==> config.mk <==
export PLATFORM = sky130hd
export DESIGN_NAME = seg_scan_driver_flat
export DESIGN_NICKNAME = d
export VERILOG_FILES = /design/src/rtl/seg_pkg.sv /design/src/rtl/seg_scan_driver_if.sv /design/src/rtl/bcd_to_seg.sv /design/src/rtl/seg_scan_driver.sv /design/src/flat_wrapper.sv
export SDC_FILE = /design/constraint.sdc
export NUM_CORES = 1
export LEC_CHECK = 0
export BUFFER_PORTS_ARGS = -buffer_cell sky130_fd_sc_hd__buf_2
export CELL_PAD_IN_SITES_DETAIL_PLACEMENT = 1
export CELL_PAD_IN_SITES_GLOBAL_PLACEMENT = 2
export CORE_MARGIN = 10
export CORE_UTILIZATION = 30
export DETAILED_ROUTE_END_ITERATION = 8
export PLACE_DENSITY = 0.85
export REMOVE_ABC_BUFFERS = 1
export SYNTH_ARGS = -nofsm -noshare
export SYNTH_HDL_FRONTEND = slang
export SYNTH_SLANG_ARGS = --single-unit
==> constraint.sdc <==
create_clock -name clk -period 2.7 [get_ports clk]
set_input_delay 0 -clock clk [delete_from_list [all_inputs] [get_ports clk]]
set_output_delay 0 -clock clk [all_outputs]
set_load 0.05 [all_outputs]
==> src/rtl/seg_pkg.sv <==
// Shared segment-code constants and slot type for the seven-segment scan driver.
package seg_pkg;

    typedef logic [1:0] slot_t;

    localparam logic [6:0] SEG_BLANK = 7'h00;

    // Entry 0 is the rightmost element: SEG_TBL[0] = '0', SEG_TBL[9] = '9'.
    localparam logic [9:0][6:0] SEG_TBL = {
        7'h6F, 7'h7F, 7'h07, 7'h7D, 7'h6D,
        7'h66, 7'h4F, 7'h5B, 7'h06, 7'h3F
    };

endpackage

==> src/rtl/seg_scan_driver_if.sv <==
// Digit/segment bundle between a display client and the scan driver.
interface seg_scan_driver_if;

    logic        enable;
    logic [15:0] digits;
    logic [3:0]  dp;
    logic [6:0]  seg;
    logic        seg_dp;
    logic [3:0]  an;
    logic        frame;

    modport master (
        output enable, digits, dp,
        input  seg, seg_dp, an, frame
    );

    modport slave (
        input  enable, digits, dp,
        output seg, seg_dp, an, frame
    );

endinterface

==> src/rtl/bcd_to_seg.sv <==
// Combinational BCD to seven-segment lookup; non-decimal codes go blank.
module bcd_to_seg
    import seg_pkg::*;
(
    input  logic [3:0] bcd,
    output logic [6:0] seg
);

    always_comb begin
        seg = SEG_BLANK;
        if (bcd < 4'd10) begin
            seg = SEG_TBL[bcd];
        end
    end

endmodule

==> src/rtl/seg_scan_driver.sv <==
// Four-digit multiplexed seven-segment scan driver with per-scan input snapshot.
// Optional leading-zero blanking: define SEG_SCAN_LZ_BLANK_EN.
module seg_scan_driver
    import seg_pkg::*;
#(
    parameter int PRESCALE = 4
) (
    input  logic              clk,
    input  logic              reset,
    seg_scan_driver_if.slave  bus
);

    localparam int PW = (PRESCALE > 1) ? $clog2(PRESCALE) : 1;
    localparam logic [PW-1:0] PMAX = PW'(PRESCALE - 1);

    logic [PW-1:0] psc;
    slot_t         slot;
    logic [15:0]   sh_dig;
    logic [3:0]    sh_dp;

    logic          wrap;
    logic          load;
    logic          blank;
    logic [3:0]    cur;
    logic [6:0]    raw;
    logic [6:0]    nxt_seg;

    assign wrap = (psc == PMAX);
    assign load = (psc == '0) && (slot == 2'd0);
    assign cur  = sh_dig[{slot, 2'b00} +: 4];

    bcd_to_seg u_dec (
        .bcd (cur),
        .seg (raw)
    );

`ifdef SEG_SCAN_LZ_BLANK_EN
    // A digit blanks only when it and every digit to its left are zero.
    always_comb begin
        blank = 1'b0;
        unique case (slot)
            2'd3:    blank = (sh_dig[15:12] == 4'd0);
            2'd2:    blank = (sh_dig[15:8]  == 8'd0);
            2'd1:    blank = (sh_dig[15:4]  == 12'd0);
            default: blank = 1'b0;
        endcase
    end
`else
    assign blank = 1'b0;
`endif

    assign nxt_seg = blank ? SEG_BLANK : raw;

    always_ff @(posedge clk) begin
        if (reset) begin
            psc        <= '0;
            slot       <= 2'd0;
            sh_dig     <= '0;
            sh_dp      <= '0;
            bus.an     <= '0;
            bus.seg    <= SEG_BLANK;
            bus.seg_dp <= 1'b0;
            bus.frame  <= 1'b0;
        end else if (bus.enable) begin
            psc <= wrap ? '0 : psc + 1'b1;
            if (wrap) begin
                slot <= slot + 2'd1;
            end
            if (load) begin
                sh_dig <= bus.digits;
                sh_dp  <= bus.dp;
            end
            // Outputs follow the pre-edge slot and shadow.
            bus.an     <= 4'b0001 << slot;
            bus.seg    <= nxt_seg;
            bus.seg_dp <= sh_dp[slot];
            bus.frame  <= wrap && (slot == 2'd3);
        end else begin
            bus.frame <= 1'b0;
        end
    end

endmodule
==> src/flat_wrapper.sv <==
// flat-port wrapper written by rule: the top's interface ports become plain ports
module seg_scan_driver_flat import seg_pkg::*;
#(
    parameter int PRESCALE = 4
)
  (clk, reset, bus_enable, bus_digits, bus_dp, bus_seg, bus_seg_dp, bus_an, bus_frame);
  seg_scan_driver_if bus_i ();
  input  logic clk;
  input  logic reset;
  input wire logic [$bits(bus_i.enable)-1:0] bus_enable;
  input wire logic [$bits(bus_i.digits)-1:0] bus_digits;
  input wire logic [$bits(bus_i.dp)-1:0] bus_dp;
  output wire logic [$bits(bus_i.seg)-1:0] bus_seg;
  output wire logic [$bits(bus_i.seg_dp)-1:0] bus_seg_dp;
  output wire logic [$bits(bus_i.an)-1:0] bus_an;
  output wire logic [$bits(bus_i.frame)-1:0] bus_frame;
  assign bus_i.enable = bus_enable;
  assign bus_i.digits = bus_digits;
  assign bus_i.dp = bus_dp;
  assign bus_seg = bus_i.seg;
  assign bus_seg_dp = bus_i.seg_dp;
  assign bus_an = bus_i.an;
  assign bus_frame = bus_i.frame;
  seg_scan_driver #(.PRESCALE(PRESCALE)) u_core (.clk(clk), .reset(reset), .bus(bus_i));
endmodule
==> metrics.txt, run 1 <==
final HPWL from detailed placement=2.91 mm; crit path cell chain=mux4_1 -> inv_1 -> ha_1 -> or2b_1 -> a32oi_1 -> nand2_1; number of buffers created by CTS=5; final setup fails=0; final worst clock skew=8.75 ps; Synth Instances=187; CP Buf/Inv Count=1; CP peak stage delay=660 ps; Final Max Slew Viols=0; post-CTS setup buffers=0; Reg clk slew, reported paths=80 ps; vias in the first global route=1543; gr usage total=0.100; Starting Density=0.308; most frequent cells in the layout=47 x nand2_1, 37 x dfxtp_1, 35 x buf_2; Die Footprint=9010 µm²; largest net degree at the start of global routing=36; H-tree levels=2; synthesized cell area=1680 µm²; Slew HR=0.507; CTS Root Cell=clkbuf_8; peak supply drop=0.184 mV; final wirelength=4.15 mm; Distinct cells, synth=28; Leakage Power=0.951 nW; drt wl/cell=13.3 µm; Yosys Warn Count=0; Crit Path Class=reg -> reg; CP endpoint kind=flop; DP Cell Count=284; Port Buffers=35; most common cell after layout, fill and taps aside=nand2_1; fin crit period=2030 ps; ys flop type=dfxtp_1; via density per instance=4.58; TritonCTS clock tree=built; Mean Syn Cell Area=9.01 µm²; antenna diode count=0; Tcrit/Tclk final=0.752; initial antenna violation count=0; top cell family by delay on the critical path=multiplexers; Place WS=666 ps; outcome=finished clean; Area Growth Syn to Fin=31.8%; DRT iter0 DRCs=38; drt drc=0; Worst-Margin Slew=738 ps; EDFF count, synth=0; Max clock buf depth=2; Worst path slowest cell=mux4_1; fin cells=312; Core Util, Final=0.406; die span in y=94.9 µm; data required time at the worst endpoint=2890 ps; share of cells above drive strength 1=0.213; maxcap violations=0; clk_lat worst skew=300 ps; area of the core=5470 µm²; routed vias=1428; drt first pass iters=4; critical path fanouts, max=4; setup_tns=0 ps; Hold Path Class=in -> reg; sequential share of the synthesized area=0.440; nets=273; GR Overflow Total=0; Worst Path Arrival=2220 ps; I/O pin count=36; unrepaired setup endpoints after global routing=false; R2R Setup Slk=670 ps; RD Place Congestion=0.761; flops & latches, synth=37; startpoint types=flop; std cell rows=27; Final Worst Setup Slack=670 ps; cell area power density=598 nW/µm²; die width=94.9 µm; fmax=493 MHz; CTS Sinks=37; Routed Antenna Nets=0; ys async rst share=0; Hold Vio Cnt, Final=0; first-pass GRT wire length=7.16 mm
routing by layer:
metal / vias up / global-route usage / share of wire
met5: - / 0 / 0
met4: 0 / 0.0449 / 0.017
met3: 6 / 0.0373 / 0.060
met2: 28 / 0.158 / 0.45
met1: 662 / 0.120 / 0.47
li1: 732 / - / -
final timing paths:
kind	from	end	cells after the start
worst min register to register	u_core.sh_dp[0]	u_core.sh_dp[0]	2
worst min-delay path	reset	u_core.bus.seg[4]	3
worst max-delay path	u_core.slot[1]	u_core.bus.seg[3]	6
worst max register to register	u_core.slot[1]	u_core.bus.seg[3]	6
cell families (layout without fill, tap and decap cells):
| group | after synthesis | after routing | synth area share |
|---|---|---|---|
| AND/OR/NAND/NOR | 69 | 69 | 0.172 |
| flip-flops | 37 | 37 | 0.440 |
| AO/OA/AOI/OAI | 36 | 36 | 0.133 |
| buffers and inverters | 21 | 74 | 0.0557 |
| adder cells (fa/ha/maj) | 11 | 11 | 0.0817 |
| multiplexers | 11 | 11 | 0.107 |
| XOR/XNOR | 2 | 2 | 0.0104 |
cell usage after synthesis, types with 2 or more instances:
| cell type | instances | share of area |
|---|---|---|
| o21ai_0 | 2 | 0.0059 |
| o211ai_1 | 2 | 0.0089 |
| inv_1 | 9 | 0.020 |
| clkbuf_1 | 9 | 0.020 |
| mux4_1 | 2 | 0.031 |
| mux2i_1 | 6 | 0.036 |
| dfxtp_1 | 37 | 0.44 |
| nand2_1 | 47 | 0.10 |
| nand3_1 | 3 | 0.0089 |
| o311ai_0 | 2 | 0.010 |
| buf_6 | 2 | 0.013 |
| a21oi_1 | 23 | 0.068 |
| nor2_1 | 12 | 0.027 |
| mux4_2 | 3 | 0.040 |
| ha_1 | 11 | 0.082 |
| a32oi_1 | 3 | 0.016 |
| nand2b_1 | 3 | 0.011 |
per-stage QoR:
step	cell area [µm²]	power, mW	hold slack [ps]
2_1_floorplan	1620	0.756	64.6
5_1_grt	2220	1.41	101
3_5_place_dp	1900	0.831	248
3_3_place_gp	1900	0.826	246
4_1_cts	2220	1.36	88.7
6_report	2220	1.33	98.8
worst register-to-register path, stage by stage, from the launching register on:
cell and delay (ps):
dfxtp_1 380, mux4_1 660, inv_1 140, ha_1 260, or2b_1 230, a32oi_1 190, nand2_1 70
area by class of cell:
cell class / instances / area, µm²
Sequential cell: 37 / 741
Timing Repair Buffer: 57 / 390
Fill cell: 669 / 3250
Tap cell: 72 / 90.1
Clock buffer: 5 / 68.8
Inverter: 9 / 33.8
Clock inverter: 3 / 46.3
Multi-Input combinational cell: 129 / 850
state kept, by name, indices dropped and copies added, names as in the netlist:
| register | count |
|---|---|
| u_core.bus.an | 4 |
| u_core.bus.frame | 1 |
| u_core.bus.seg | 7 |
| u_core.bus.seg_dp | 1 |
| u_core.psc | 2 |
| u_core.sh_dig | 16 |
| u_core.sh_dp | 4 |
| u_core.slot | 2 |
report_power, final:
group / total, mW / switching [mW] / internal [mW]
registers: 0.604 / 0.0204 / 0.584
logic: 0.233 / 0.143 / 0.0900
clock network: 0.491 / 0.214 / 0.276
timing repair:
action	4_1_cts	5_1_grt
gates resized for setup	0	0
setup endpoints to repair	0	0
hold buffers	20	0
endpoints found under the hold margin	20	0
(Power assumes the default switching activity.)
==> inputs of run 2 (changes only) <==
Clock period 2.7 ns to 2.1 ns, I/O delays scaled along.
==> run 2 against run 1 <==
Sequential cell count unchanged. Register-to-register slack lost 500 ps. Clock-buffer cell count stayed put. Wire length down 1.3%. Hold slack got worse by 9.9 ps. Combinational power rose by 34%. Highest routed layer unchanged.
==> metrics.txt, run 2 (synthesized netlist as in run 1, its figures left out) <==
Hold Crit Start=bus_enable; Largest Register=u_core.sh_dig; I/O pin count=36 (unchanged); Routed Antenna Nets=0 (unchanged); Die Footprint=9010 µm² (unchanged); CTS Sinks=37 (unchanged); largest net degree at the start of global routing=36 (unchanged); peak supply drop=0.322 mV (+75%); CTS Root Cell=clkbuf_8; crit path cell chain=mux4_2 -> inv_1 -> ha_1 -> or2b_1 -> a32oi_1 -> nand2_1; data required time at the worst endpoint=2280 ps (-610 ps); fillers=668 (-0.15%); Hold Path Class=in -> reg; final wirelength=4.10 mm (-1.3%); most common cell after layout, fill and taps aside=nand2_1; vias in the first global route=1503 (-2.6%); startpoint types=flop; Worst Path Arrival=2110 ps (-110 ps); RD Place Congestion=0.825 (+8.4%); nets=279 (+2.2%); worst hold stages=3 (unchanged); CP endpoint kind=flop; R2R Setup Slk=170 ps (-500 ps); area of the core=5470 µm² (unchanged); Starting Density=0.308 (unchanged); CP peak stage delay=560 ps (-100 ps); Hold Vio Cnt, Final=0 (unchanged); clk_lat worst skew=290 ps (about the same); fin cells=318 (+1.9%); RR Startpoint=u_core.slot[0]; TritonCTS clock tree=built; most frequent cells in the layout=47 x nand2_1, 36 x dfxtp_1, 35 x buf_2; antenna diode count=0 (unchanged); drt wl/cell=12.9 µm (-3.1%); post-CTS setup buffers=0 (unchanged); H-tree levels=2 (unchanged); fin crit period=1930 ps (-104 ps); Max clock buf depth=2 (unchanged); final worst clock skew=5.65 ps (-3.10 ps); unrepaired setup endpoints after global routing=false; RR Endpoint=u_core.bus.seg[3]; die span in y=94.9 µm (unchanged); Slew HR=0.739 (+0.233); Worst path slowest cell=dfxtp_1; number of buffers created by CTS=5 (unchanged); first-pass GRT wire length=7.27 mm (+1.4%); maxcap violations=0 (unchanged); outcome=finished clean; Leakage Power=0.964 nW (+1.3%); GR Overflow Total=0 (unchanged); fmax=519 MHz (+5.4%); flip-flop count of the largest register after layout=16 (unchanged); routed vias=1428 (unchanged); via density per instance=4.49 (-1.9%); worst hold endpoint=u_core.slot[1]; Final Max Slew Viols=0 (unchanged); final setup fails=0 (unchanged); critical path fanouts, max=8 (+4); cell area power density=712 nW/µm² (+19%); Area Growth Syn to Fin=33.1%; Min Hold Slack=88.9 ps (-9.86 ps); gr usage total=0.0999 (-0.000503); top cell family by delay on the critical path=flip-flops; Crit Path Class=reg -> reg; Worst-Margin Slew=390 ps (-348 ps); final HPWL from detailed placement=2.95 mm (+1.2%); DP Cell Count=290 (+2.1%); DRT iter0 DRCs=46 (+21%); die width=94.9 µm (unchanged); drt drc=0 (unchanged); Port Buffers=35 (unchanged); Largest regs=u_core.sh_dig x16, u_core.bus.seg x7; R2R cell count=6 (unchanged); CP Buf/Inv Count=1 (unchanged); Reg clk slew, reported paths=80 ps (about the same); drt first pass iters=4 (unchanged); std cell rows=27 (unchanged); share of cells above drive strength 1=0.236 (+0.0233); setup_tns=0 ps (unchanged); initial antenna violation count=0 (unchanged); Tcrit/Tclk final=0.917 (+0.165)
==> run 2: changes by cell type in the layout (fill, tap and decap cells not counted) <==
cell,before,now
buf_4,2,8
clkinvlp_4,1,3
bufinv_16,1,0
clkinv_4,1,0
dfxtp_1,37,36
dfxtp_2,0,1
==> run 2: worst max path at each step <==
| stage | startpoint | cells after the start | slack, ps | end |
|---|---|---|---|---|
| 5_1_grt | u_core.slot[0] | 6 | 30 | u_core.bus.seg[3] |
| 6_report | u_core.slot[0] | 6 | 170 | u_core.bus.seg[3] |
| 3_3_place_gp | u_core.slot[1] | 6 | 220 | u_core.bus.seg[3] |
| 4_1_cts | u_core.slot[1] | 6 | 130 | u_core.bus.seg[3] |
| 2_1_floorplan | u_core.slot[1] | 6 | 5 | u_core.bus.seg[3] |
| 3_5_place_dp | u_core.slot[1] | 6 | 150 | u_core.bus.seg[3] |
==> run 2: layer usage <==
layer  track usage  up-vias  wire length (µm)
met1         0.129      648              2050
li1              -      745                 -
met4        0.0374        0                42
met2         0.153       31              1780
met3        0.0309        4               227
met5             0        -                 0
==> run 2: worst register-to-register path, stage by stage (launching register included) <==
cell	delay, ps
dfxtp_1	560
mux4_2	380
inv_1	130
ha_1	260
or2b_1	230
a32oi_1	190
nand2_1	70
==> run 2: final cells by class <==
class,instances,area [µm²],share of cell area
Clock buffer,5,68.8,0.0307
Clock inverter,3,22.5,0.0100
Inverter,9,33.8,0.0151
Multi-Input combinational cell,129,850,0.379
Sequential cell,37,742,0.331
Tap cell,72,90.1,0.0402
Timing Repair Buffer,63,435,0.194
==> run 2: metrics by stage <==
step	cell area [µm²]	utilization	power, mW	setup slack (ps)
2_1_floorplan	1620	-	0.972	4.90
3_3_place_gp	1950	0.356	1.08	215
3_5_place_dp	1950	0.356	1.08	154
4_1_cts	2240	0.409	1.62	128
5_1_grt	2240	0.410	1.69	28.2
6_report	2240	0.410	1.60	174
==> run 2: what timing repair did <==
item	in CTS	in global routing
resized for setup	0	1
setup endpoints to repair	0	1
hold buffers	20	0
endpoints found under the hold margin	20	0
==> run 2: report_power, final <==
| part | total (mW) | internal, mW | switching [mW] |
|---|---|---|---|
| registers | 0.776 | 0.750 | 0.0253 |
| clock network | 0.508 | 0.233 | 0.275 |
| logic | 0.313 | 0.128 | 0.185 |
==> inputs of run 3 (changes only) <==
Settings changed: CELL_PAD_IN_SITES_DETAIL_PLACEMENT 1 to 0, CELL_PAD_IN_SITES_GLOBAL_PLACEMENT 2 to 1, PLACE_DENSITY 0.85 to 0.73.
==> run 3 against run 2 <==
Final cell count shrank 0.31%. Die area stayed put. Clock power grew 45%. Wire length down 7.0%. Clock skew rose by 0.66 ps. Critical endpoint unchanged.
==> metrics.txt, run 3 (synthesized netlist as in run 1, its figures left out) <==
final HPWL from detailed placement=2.71 mm (-7.9%); Clk network pwr share=0.406 (+0.088); startpoint types=flop; Internal Power=1.34 mW (+21%); post-CTS setup buffers=0 (unchanged); H-tree levels=2 (unchanged); Hold Crit Start=reset; Worst Path Arrival=2180 ps (+70 ps); Reg clk slew, reported paths=80 ps (about the same); RR Endpoint=u_core.bus.seg[3]; Worst path slowest cell=mux4_2; worst hold stages=3 (unchanged); CTS Root Cell=clkbuf_8; Area Growth Syn to Fin=35.1%; first-pass GRT wire length=6.33 mm (-13%); Port Buffers=35 (unchanged); CTS Sinks=37 (unchanged); share of cells above drive strength 1=0.229 (-0.00720); Slew HR=0.732 (-0.00770); Crit Path Class=reg -> reg; Final Max Slew Viols=0 (unchanged); flip-flop count of the largest register after layout=16 (unchanged); setup_tns=0 ps (unchanged); Max clock buf depth=2 (unchanged); Comb pwr share=0.168 (-0.028); gr usage total=0.0884 (-0.0115); area of the core=5470 µm² (unchanged); R2R cell count=6 (unchanged); most common cell after layout, fill and taps aside=nand2_1; FF+latch area=741 µm² (-0.17%); Die Footprint=9010 µm² (unchanged); fmax=503 MHz (-3.1%); CP peak stage delay=590 ps (+30 ps); most frequent cells in the layout=47 x nand2_1, 37 x dfxtp_1, 35 x buf_2; largest net degree at the start of global routing=36 (unchanged); die width=94.9 µm (unchanged); GR Overflow Total=0 (unchanged); critical path fanouts, max=5 (-3); I/O pin count=36 (unchanged); worst hold endpoint=u_core.bus.seg[4]; data required time at the worst endpoint=2290 ps (about the same); unrepaired setup endpoints after global routing=false; CP endpoint kind=flop; nets=278 (-0.36%); post_cts resized=0 (unchanged); P_sw=0.473 mW (-2.5%); final worst clock skew=6.31 ps (+0.661 ps); DRT iter0 DRCs=69 (+50%); drt first pass iters=4 (unchanged); final wirelength=3.81 mm (-7.0%); Largest Register=u_core.sh_dig; drt drc=0 (unchanged); fin crit period=1990 ps (+61.9 ps); initial antenna violation count=0 (unchanged); maxcap violations=0 (unchanged); Starting Density=0.308 (unchanged); TritonCTS clock tree=built; area of the multi-input gates=850 µm² (unchanged); Tcrit/Tclk final=0.947 (+0.0295); Largest regs=u_core.sh_dig x16, u_core.bus.seg x7; drt wl/cell=12.0 µm (-6.7%); number of buffers created by CTS=5 (unchanged); fillers=577 (-14%); Hold Path Class=in -> reg; outcome=finished clean; Reg power frac=0.426 (-0.060); crit path cell chain=mux4_2 -> inv_1 -> ha_1 -> or2b_1 -> a32oi_1 -> nand2_1; final setup fails=0 (unchanged); cell area power density=799 nW/µm² (+12%); Pwr Total=1.82 mW (+14%); Worst-Margin Slew=402 ps (+12.1 ps); via density per instance=4.50 (+0.17%); Leakage Power=0.991 nW (+2.8%); R2R Setup Slk=110 ps (-60 ps); vias in the first global route=1418 (-5.7%); RR Startpoint=u_core.slot[1]; clk_lat worst skew=300 ps (about the same); std cell rows=27 (unchanged); sw frac=0.260 (-0.0436); antenna diode count=0 (unchanged); peak supply drop=0.395 mV (+23%); die span in y=94.9 µm (unchanged); RD Place Congestion=0.744 (-9.8%); Hold Vio Cnt, Final=0 (unchanged); Routed Antenna Nets=0 (unchanged); routed vias=1426 (-0.14%)
## run 3: area by class of cell
cell class,instances,share of cell area
inverter,9,0.0148
clock buffer,5,0.0302
multi-input combinational,129,0.373
sequential,37,0.325
clock inverter,3,0.0286
tap,72,0.0396
timing repair buffer,62,0.188
## run 3: how the worst max path moves through the flow
stage / start / slack (ps) / cells after the start / endpoint
2_1_floorplan: u_core.slot[1] / 5 / 6 / u_core.bus.seg[3]
5_1_grt: u_core.slot[1] / 10 / 6 / u_core.bus.seg[3]
4_1_cts: u_core.slot[1] / 100 / 6 / u_core.bus.seg[3]
3_5_place_dp: u_core.slot[1] / 120 / 6 / u_core.bus.seg[3]
3_3_place_gp: u_core.slot[1] / 170 / 6 / u_core.bus.seg[3]
6_report: u_core.slot[1] / 110 / 6 / u_core.bus.seg[3]
## run 3: metal layers
| layer | vias to the layer above | wire, µm | global-route usage | share of wire |
|---|---|---|---|---|
| li1 | 740 | - | - | - |
| met1 | 642 | 1850 | 0.106 | 0.48 |
| met2 | 37 | 1640 | 0.138 | 0.43 |
| met3 | 7 | 246 | 0.0325 | 0.065 |
| met4 | 0 | 75 | 0.0411 | 0.020 |
| met5 | - | 0 | 0 | 0 |
## run 3: repair_timing
item | 4_1_cts | 5_1_grt
hold buffers | 20 | 0
endpoints found under the setup margin | 0 | 0
hold endpoints to repair | 20 | 0
## run 3: critical path: cells and delay by family (launching register included)
kind,cells,cell delay (ps)
AO/OA/AOI/OAI,1,190
adder cells (fa/ha/maj),1,260
buffers and inverters,1,140
flip-flops,1,410
multiplexers,1,590
AND/OR/NAND/NOR,2,300
## run 3: power groups by stage
stage | sequential (mW) | combinational [mW] | clock [mW]
5_1_grt | 0.781 | 0.339 | 0.780
3_3_place_gp | 0.790 | 0.279 | 0
4_1_cts | 0.775 | 0.310 | 0.757
2_1_floorplan | 0.847 | 0.125 | 0
6_report | 0.775 | 0.305 | 0.739
3_5_place_dp | 0.791 | 0.281 | 0
## run 3: per-stage QoR
stage	instance area [µm²]	instances	hold WS [ps]	setup WS, ps	util
2_1_floorplan	1620	175	64.6	4.90	-
3_3_place_gp	1940	289	243	172	0.355
3_5_place_dp	1940	289	247	116	0.355
4_1_cts	2280	317	73.9	101	0.416
5_1_grt	2280	317	99.0	11.1	0.416
6_report	2280	317	81.8	112	0.416
